**config.mk**
```make
export PLATFORM = sky130hd
export DESIGN_NAME = geig_stack_serializer
export DESIGN_NICKNAME = d
export VERILOG_FILES = /design/src/rtl/geig_stack_serializer.sv
export SDC_FILE = /design/constraint.sdc
export NUM_CORES = 1
export LEC_CHECK = 0
export CAP_MARGIN = 30
export CORE_UTILIZATION = 55
export CTS_BUF_LIST = sky130_fd_sc_hd__clkbuf_4 sky130_fd_sc_hd__clkbuf_8
export DETAILED_ROUTE_END_ITERATION = 10
export PLACE_DENSITY = 0.82
export SLEW_MARGIN = 20
export SYNTH_ARGS = -nofsm -noshare
export SYNTH_HDL_FRONTEND = slang
export SYNTH_SLANG_ARGS = --single-unit
```
**constraint.sdc**
```tcl
create_clock -name CLK_1KHZ -period 3.9 [get_ports CLK_1KHZ]
set_input_delay 0.39 -clock CLK_1KHZ [delete_from_list [all_inputs] [get_ports CLK_1KHZ]]
set_output_delay 0.39 -clock CLK_1KHZ [all_outputs]
set_load 0.005 [all_outputs]
```
**src/rtl/geig_stack_serializer.sv**
```systemverilog
// Geiger word capture FIFO and byte-frame serializer (HDR, D0..D5[, CSUM]) on a valid/ready stream.
// Optional trailing XOR checksum byte is enabled by defining GEIG_CHECKSUM_EN.
module geig_stack_serializer #(
  parameter int          FIFO_DEPTH  = 4,
  parameter logic [7:0]  HEADER_BYTE = 8'h47
) (
  input  logic        CLK_1KHZ,
  input  logic        RESET,
  input  logic        CLK_10HZ,
  input  logic [47:0] G_DATA_STACK,
  input  logic        BYTE_READY,
  output logic [7:0]  BYTE_OUT,
  output logic        BYTE_VALID,
  output logic [4:0]  FIFO_COUNT,
  output logic [7:0]  DROP_COUNT,
  output logic        BUSY
);

  localparam int         PTR_W   = $clog2(FIFO_DEPTH);
  localparam logic [4:0] DEPTH_C = 5'(FIFO_DEPTH);

  typedef enum logic [1:0] {
    IDLE = 2'd0,
    HDR  = 2'd1,
    DATA = 2'd2
`ifdef GEIG_CHECKSUM_EN
    , CSUM = 2'd3
`endif
  } state_e;

  logic             s1_q, s2_q, s3_q;
  logic [47:0]      mem_q [FIFO_DEPTH];
  logic [PTR_W-1:0] wr_ptr_q, rd_ptr_q;
  logic [4:0]       count_q, count_d;
  logic [7:0]       drop_q, drop_d;
  state_e           state_q;
  logic [47:0]      shreg_q;
  logic [2:0]       idx_q;
  logic [7:0]       byte_q;
  logic             valid_q;
`ifdef GEIG_CHECKSUM_EN
  logic [7:0]       csum_q;
`endif

  logic strobe, pop, full, push_ok;

  // One-cycle pulse on the synchronised rising edge of the frame tick.
  assign strobe  = s2_q & ~s3_q;
  assign full    = (count_q == DEPTH_C);
  assign pop     = (state_q == IDLE) && (count_q != 5'd0);
  // A pop on the same edge frees a slot, so a full FIFO still accepts the word.
  assign push_ok = strobe && (!full || pop);

  // NOTE: every variable assigned in always_comb gets a default first, so no latch is inferred.
  always_comb begin
    count_d = count_q;
    drop_d  = drop_q;
    case ({push_ok, pop})
      2'b10:   count_d = count_q + 5'd1;
      2'b01:   count_d = count_q - 5'd1;
      default: count_d = count_q;
    endcase
    if (strobe && !push_ok && drop_q != 8'hFF) drop_d = drop_q + 8'd1;
  end

  // NOTE: storage is not reset; pointers and count alone decide which entries are valid.
  always_ff @(posedge CLK_1KHZ) begin
    if (push_ok) mem_q[wr_ptr_q] <= G_DATA_STACK;
  end

  // NOTE: sequential state uses non-blocking assignments only, so every flop sees pre-edge values.
  always_ff @(posedge CLK_1KHZ) begin
    if (RESET) begin
      s1_q     <= 1'b0;
      s2_q     <= 1'b0;
      s3_q     <= 1'b0;
      wr_ptr_q <= '0;
      rd_ptr_q <= '0;
      count_q  <= 5'd0;
      drop_q   <= 8'd0;
      state_q  <= IDLE;
      shreg_q  <= 48'd0;
      idx_q    <= 3'd0;
      byte_q   <= 8'd0;
      valid_q  <= 1'b0;
`ifdef GEIG_CHECKSUM_EN
      csum_q   <= 8'd0;
`endif
    end else begin
      s1_q    <= CLK_10HZ;
      s2_q    <= s1_q;
      s3_q    <= s2_q;
      count_q <= count_d;
      drop_q  <= drop_d;
      if (push_ok) wr_ptr_q <= wr_ptr_q + PTR_W'(1);
      if (pop)     rd_ptr_q <= rd_ptr_q + PTR_W'(1);

      case (state_q)
        IDLE: begin
          if (pop) begin
            shreg_q <= mem_q[rd_ptr_q];
            byte_q  <= HEADER_BYTE;
            valid_q <= 1'b1;
            state_q <= HDR;
          end
        end
        HDR: begin
          if (BYTE_READY) begin
            byte_q  <= shreg_q[47:40];
            shreg_q <= {shreg_q[39:0], 8'h00};
            idx_q   <= 3'd0;
            state_q <= DATA;
`ifdef GEIG_CHECKSUM_EN
            csum_q  <= shreg_q[47:40];
`endif
          end
        end
        DATA: begin
          if (BYTE_READY) begin
            if (idx_q == 3'd5) begin
`ifdef GEIG_CHECKSUM_EN
              byte_q  <= csum_q;
              state_q <= CSUM;
`else
              valid_q <= 1'b0;
              state_q <= IDLE;
`endif
            end else begin
              byte_q  <= shreg_q[47:40];
              shreg_q <= {shreg_q[39:0], 8'h00};
              idx_q   <= idx_q + 3'd1;
`ifdef GEIG_CHECKSUM_EN
              csum_q  <= csum_q ^ shreg_q[47:40];
`endif
            end
          end
        end
`ifdef GEIG_CHECKSUM_EN
        CSUM: begin
          if (BYTE_READY) begin
            valid_q <= 1'b0;
            state_q <= IDLE;
          end
        end
`endif
        default: state_q <= IDLE;
      endcase
    end
  end

  assign BYTE_OUT   = byte_q;
  assign BYTE_VALID = valid_q;
  assign FIFO_COUNT = count_q;
  assign DROP_COUNT = drop_q;
  assign BUSY       = (state_q != IDLE);

endmodule

```
==> reports/metrics.yaml <==
status:
  status: "finished, final reports clean"
placement:
  dpl_worst_slack_ns: 1.02
  port_buffers: 74
  dp_hpwl_um: 14000
  gp_congestion: 0.820
route:
  route.detailed.drc: 0
  drt_iter0_markers: 502
  wl_um: 22100
  post_drt_via_cell_ratio: 5.97
  firstDrtPassIters: 6
  ant_nets: 0
  drt-wirelength-per-cell_um: 19.9
  vias: 6619
synth:
  synthArstFlopShare_pct: 0
  synthesis.area_um2: 11100
  synth_seq_area_share_pct: 67.0
  syn_nets: 797
  netlist.area_leader.share_pct: 51.9
  ys.flop_type: "edfxtp_1"
  ys_ff_latch: 276
  synthTopCellsByArea: "edfxtp_1 52%, dfxtp_1 15%, mux4_2 9.7%"
  synth_warnings: 0
  ys_types: 52
  synth_top_cell_by_area: "edfxtp_1"
  synth_edf_count: 192
  synthCells: 729
  syn_avg_cell_area_um2: 15.2
setup_path:
  critPathBufInv: 1
  end_kind: "register"
  crit_type: "register to register"
  r2r_start: "FIFO_COUNT[3]"
  path_delay_family: "compound AO/OA/AOI/OAI gates"
  path_cells: "or4_4, o211ai_2, inv_1, ha_1, nand2b_1, a2111oi_0, mux2i_1, o311ai_1"
  crit_arrival_ns: 3.32
  worstPathMaxFanout: 10
  cp_slowest_cell: "or4_4"
  critical_path_required_ns: 4.33
  setup.worst_path.start_class: "register"
  regToRegSetupSlack_ns: 1.01
  r2r_end: "FIFO_COUNT[4]"
  rr_worst_depth: 8
  max_stage_delay_ns: 0.61
timing:
  finalSetupViolations: 0
  fin_setup_tns_ns: 0
  relSlewSlack_pct: 47.2
  maxSlewViolCount: 0
  period_share_pct: 74.1
  rsz0062_at_grt: "false"
  max_slew.worst_pin.slew_ns: 0.788
  setup_slack_ns: 1.01
  fmax_mhz: 346
  hold_violations: 0
  period_needed_ns: 2.89
  skew_ns: 0.0233
finish:
  drive_above_1_share_pct: 22.9
  diodes: 0
  syn_to_final_growth_pct: 17.3
  fill_cells: 1367
  nets: 880
clock_network:
  clock-sinks: 276
  clock_latency_ns: 0.55
  h-tree-depth: 2
  cts_resized: 0
  cts_hold_buffers: 0
  cts_tree: "done"
  cts_buffers: 43
  clk_pin_slew_worst_paths_ns: 0.07
  cts_max_path_buffers: 3
  post_cts_buffers: 0
  cts-root-buf: "clkbuf_8"
floorplan:
  coreArea_um2: 19700
  num_rows: 51
  die_y_um: 144
  ios: 75
  initial_utilization_pct: 56.5
  dieArea_um2: 20800
  die_w_um: 144
global_route:
  grt_overflow: 0
  grt_pass1_wl_um: 34800
  grt_antenna_before_repair: 0
  grt_pass1_vias: 6734
  grt_max_degree: 59
  grt_use_total_pct: 22.0
hold_path:
  hold_end: "rd_ptr_q[0]"
  hold_path_class: "input pin to register"
  min-delay-start: "RESET"
  holdPathStages: 2
pwr:
  p_per_area_nw_per_um2: 697
  irDropWorstVdd_v: 0.000368
  p_leak_nw: 4.26
job:
  max_cap_violations: 0
-- where the power goes --
group / total (mW) / switching (mW) / internal (mW)
clock network: 2.38 / 1.07 / 1.31
logic: 2.94 / 1.57 / 1.37
registers: 3.77 / 0.282 / 3.48
total: 9.08 / 2.92 / 6.16
-- stage by stage --
| step | utilization, % | instances | area (um2) | power, mW | hold slack (ns) |
|---|---|---|---|---|---|
| after floorplan | - | 729 | 11100 | 5.91 | 0.414 |
| after global placement | 61.5 | 1028 | 12100 | 6.50 | 0.440 |
| after detailed placement | 61.9 | 1031 | 12200 | 6.70 | 0.438 |
| after CTS | 66.2 | 1108 | 13000 | 9.08 | 0.351 |
| after global routing | 66.3 | 1109 | 13000 | 9.54 | 0.405 |
| final | 66.3 | 1109 | 13000 | 9.08 | 0.369 |
-- routing by layer --
| metal | vias up | share of wire (%) | track usage, % |
|---|---|---|---|
| met5 | - | 0 | 0 |
| met4 | 0 | 2.5 | 7.76 |
| met3 | 58 | 6.5 | 4.34 |
| met2 | 259 | 51 | 37.6 |
| met1 | 3279 | 40 | 28.1 |
| li1 | 3023 | - | - |
-- sequential cells by signal, indices dropped and copies added (netlist names), named ones only --
signal / flops
rd_ptr_q: 2
FIFO_COUNT: 5
DROP_COUNT: 8
wr_ptr_q: 2
BYTE_VALID: 1
mem_q: 192
BYTE_OUT: 8
state_q: 2
s2_q: 1
idx_q: 3
shreg_q: 48
s3_q: 1
s1_q: 1
-- synthesized netlist by cell type (all sizes together) (3+ instances only) --
| master | number |
|---|---|
| a211oi | 3 |
| a21oi | 56 |
| a311oi | 6 |
| and2 | 4 |
| buf | 17 |
| clkbuf | 32 |
| dfxtp | 84 |
| edfxtp | 192 |
| ha | 15 |
| inv | 16 |
| mux2 | 44 |
| mux2i | 7 |
| mux4 | 48 |
| nand2 | 14 |
| nand2b | 3 |
| nand3 | 48 |
| nand4 | 14 |
| nor2 | 14 |
| nor2b | 6 |
| nor3 | 5 |
| nor3b | 3 |
| o211ai | 3 |
| o21ai | 61 |
| or3 | 3 |
| or4 | 3 |
| xor2 | 3 |
-- final cells by class --
cell class                 count  area (um2)  share of cell area, %
sequential                   276        7450                   57.2
timing repair buffer          87         928                   7.12
tap                          265         332                   2.54
multi-input combinational    388        3410                   26.2
clock inverter                 9        55.1                  0.422
inverter                      16        60.1                  0.461
clock buffer                  68         798                   6.12
-- worst reg2reg max path: stages (launching register included) --
cell       delay [ns]
dfxtp_1          0.37
or4_4            0.61
o211ai_2         0.29
inv_1            0.22
ha_1             0.38
nand2b_1         0.12
a2111oi_0        0.48
mux2i_1          0.17
o311ai_1         0.13
-- cells by family (layout without fill, tap and decap cells) --
logic type	count (synthesis)	after routing	share of synthesized area [%]
simple gates	123	123	5.98
mux	99	99	14.8
buf+inv	65	180	2.54
compound gates	145	145	7.39
flops	276	276	67.0
fa+ha+maj	16	16	1.87
xor+xnor	5	5	0.394
-- cells in the final DEF, fill, tap and decap left out, types with 2 or more instances in the layout --
master	Yosys	layout
edfxtp_1	192	192
dfxtp_1	84	82
clkdlybuf4s50_1	0	73
o21ai_0	61	61
a21oi_1	56	56
mux4_2	48	48
nand3_1	48	48
clkbuf_8	0	46
mux2_2	44	44
clkbuf_4	0	22
inv_1	16	16
nor2_1	14	14
nand2_1	14	14
nand4_1	14	14
ha_1	15	14
mux2i_1	7	6
nor2b_1	6	6
a311oi_1	6	6
buf_12	0	6
buf_4	3	6
and2_2	0	4
nor3_1	4	4
clkinv_1	0	4
nand2b_1	3	3
xor2_1	3	3
a211oi_1	3	3
nor3b_1	3	3
a31oi_1	2	2
o211ai_1	2	2
or4_1	2	2
and3_1	2	2
o21a_1	2	2
o311a_1	2	2
and4_1	2	2
or3_1	3	2
xnor2_1	2	2
inv_8	0	2
clkinv_2	0	2
-- worst max-delay path by stage --
stage | startpoint | endpoint | slack [ns] | cells past startpoint
2_1_floorplan | state_q[0] | mem_q[0][0] | 1.10 | 5
3_3_place_gp | BYTE_READY | BYTE_OUT[1] | 1.18 | 5
3_5_place_dp | BYTE_READY | shreg_q[3] | 1.02 | 5
4_1_cts | state_q[1] | mem_q[2][39] | 1.12 | 6
5_1_grt | state_q[1] | mem_q[2][36] | 0.91 | 6
6_report | FIFO_COUNT[3] | FIFO_COUNT[4] | 1.01 | 8
(Power assumes the default switching activity.)
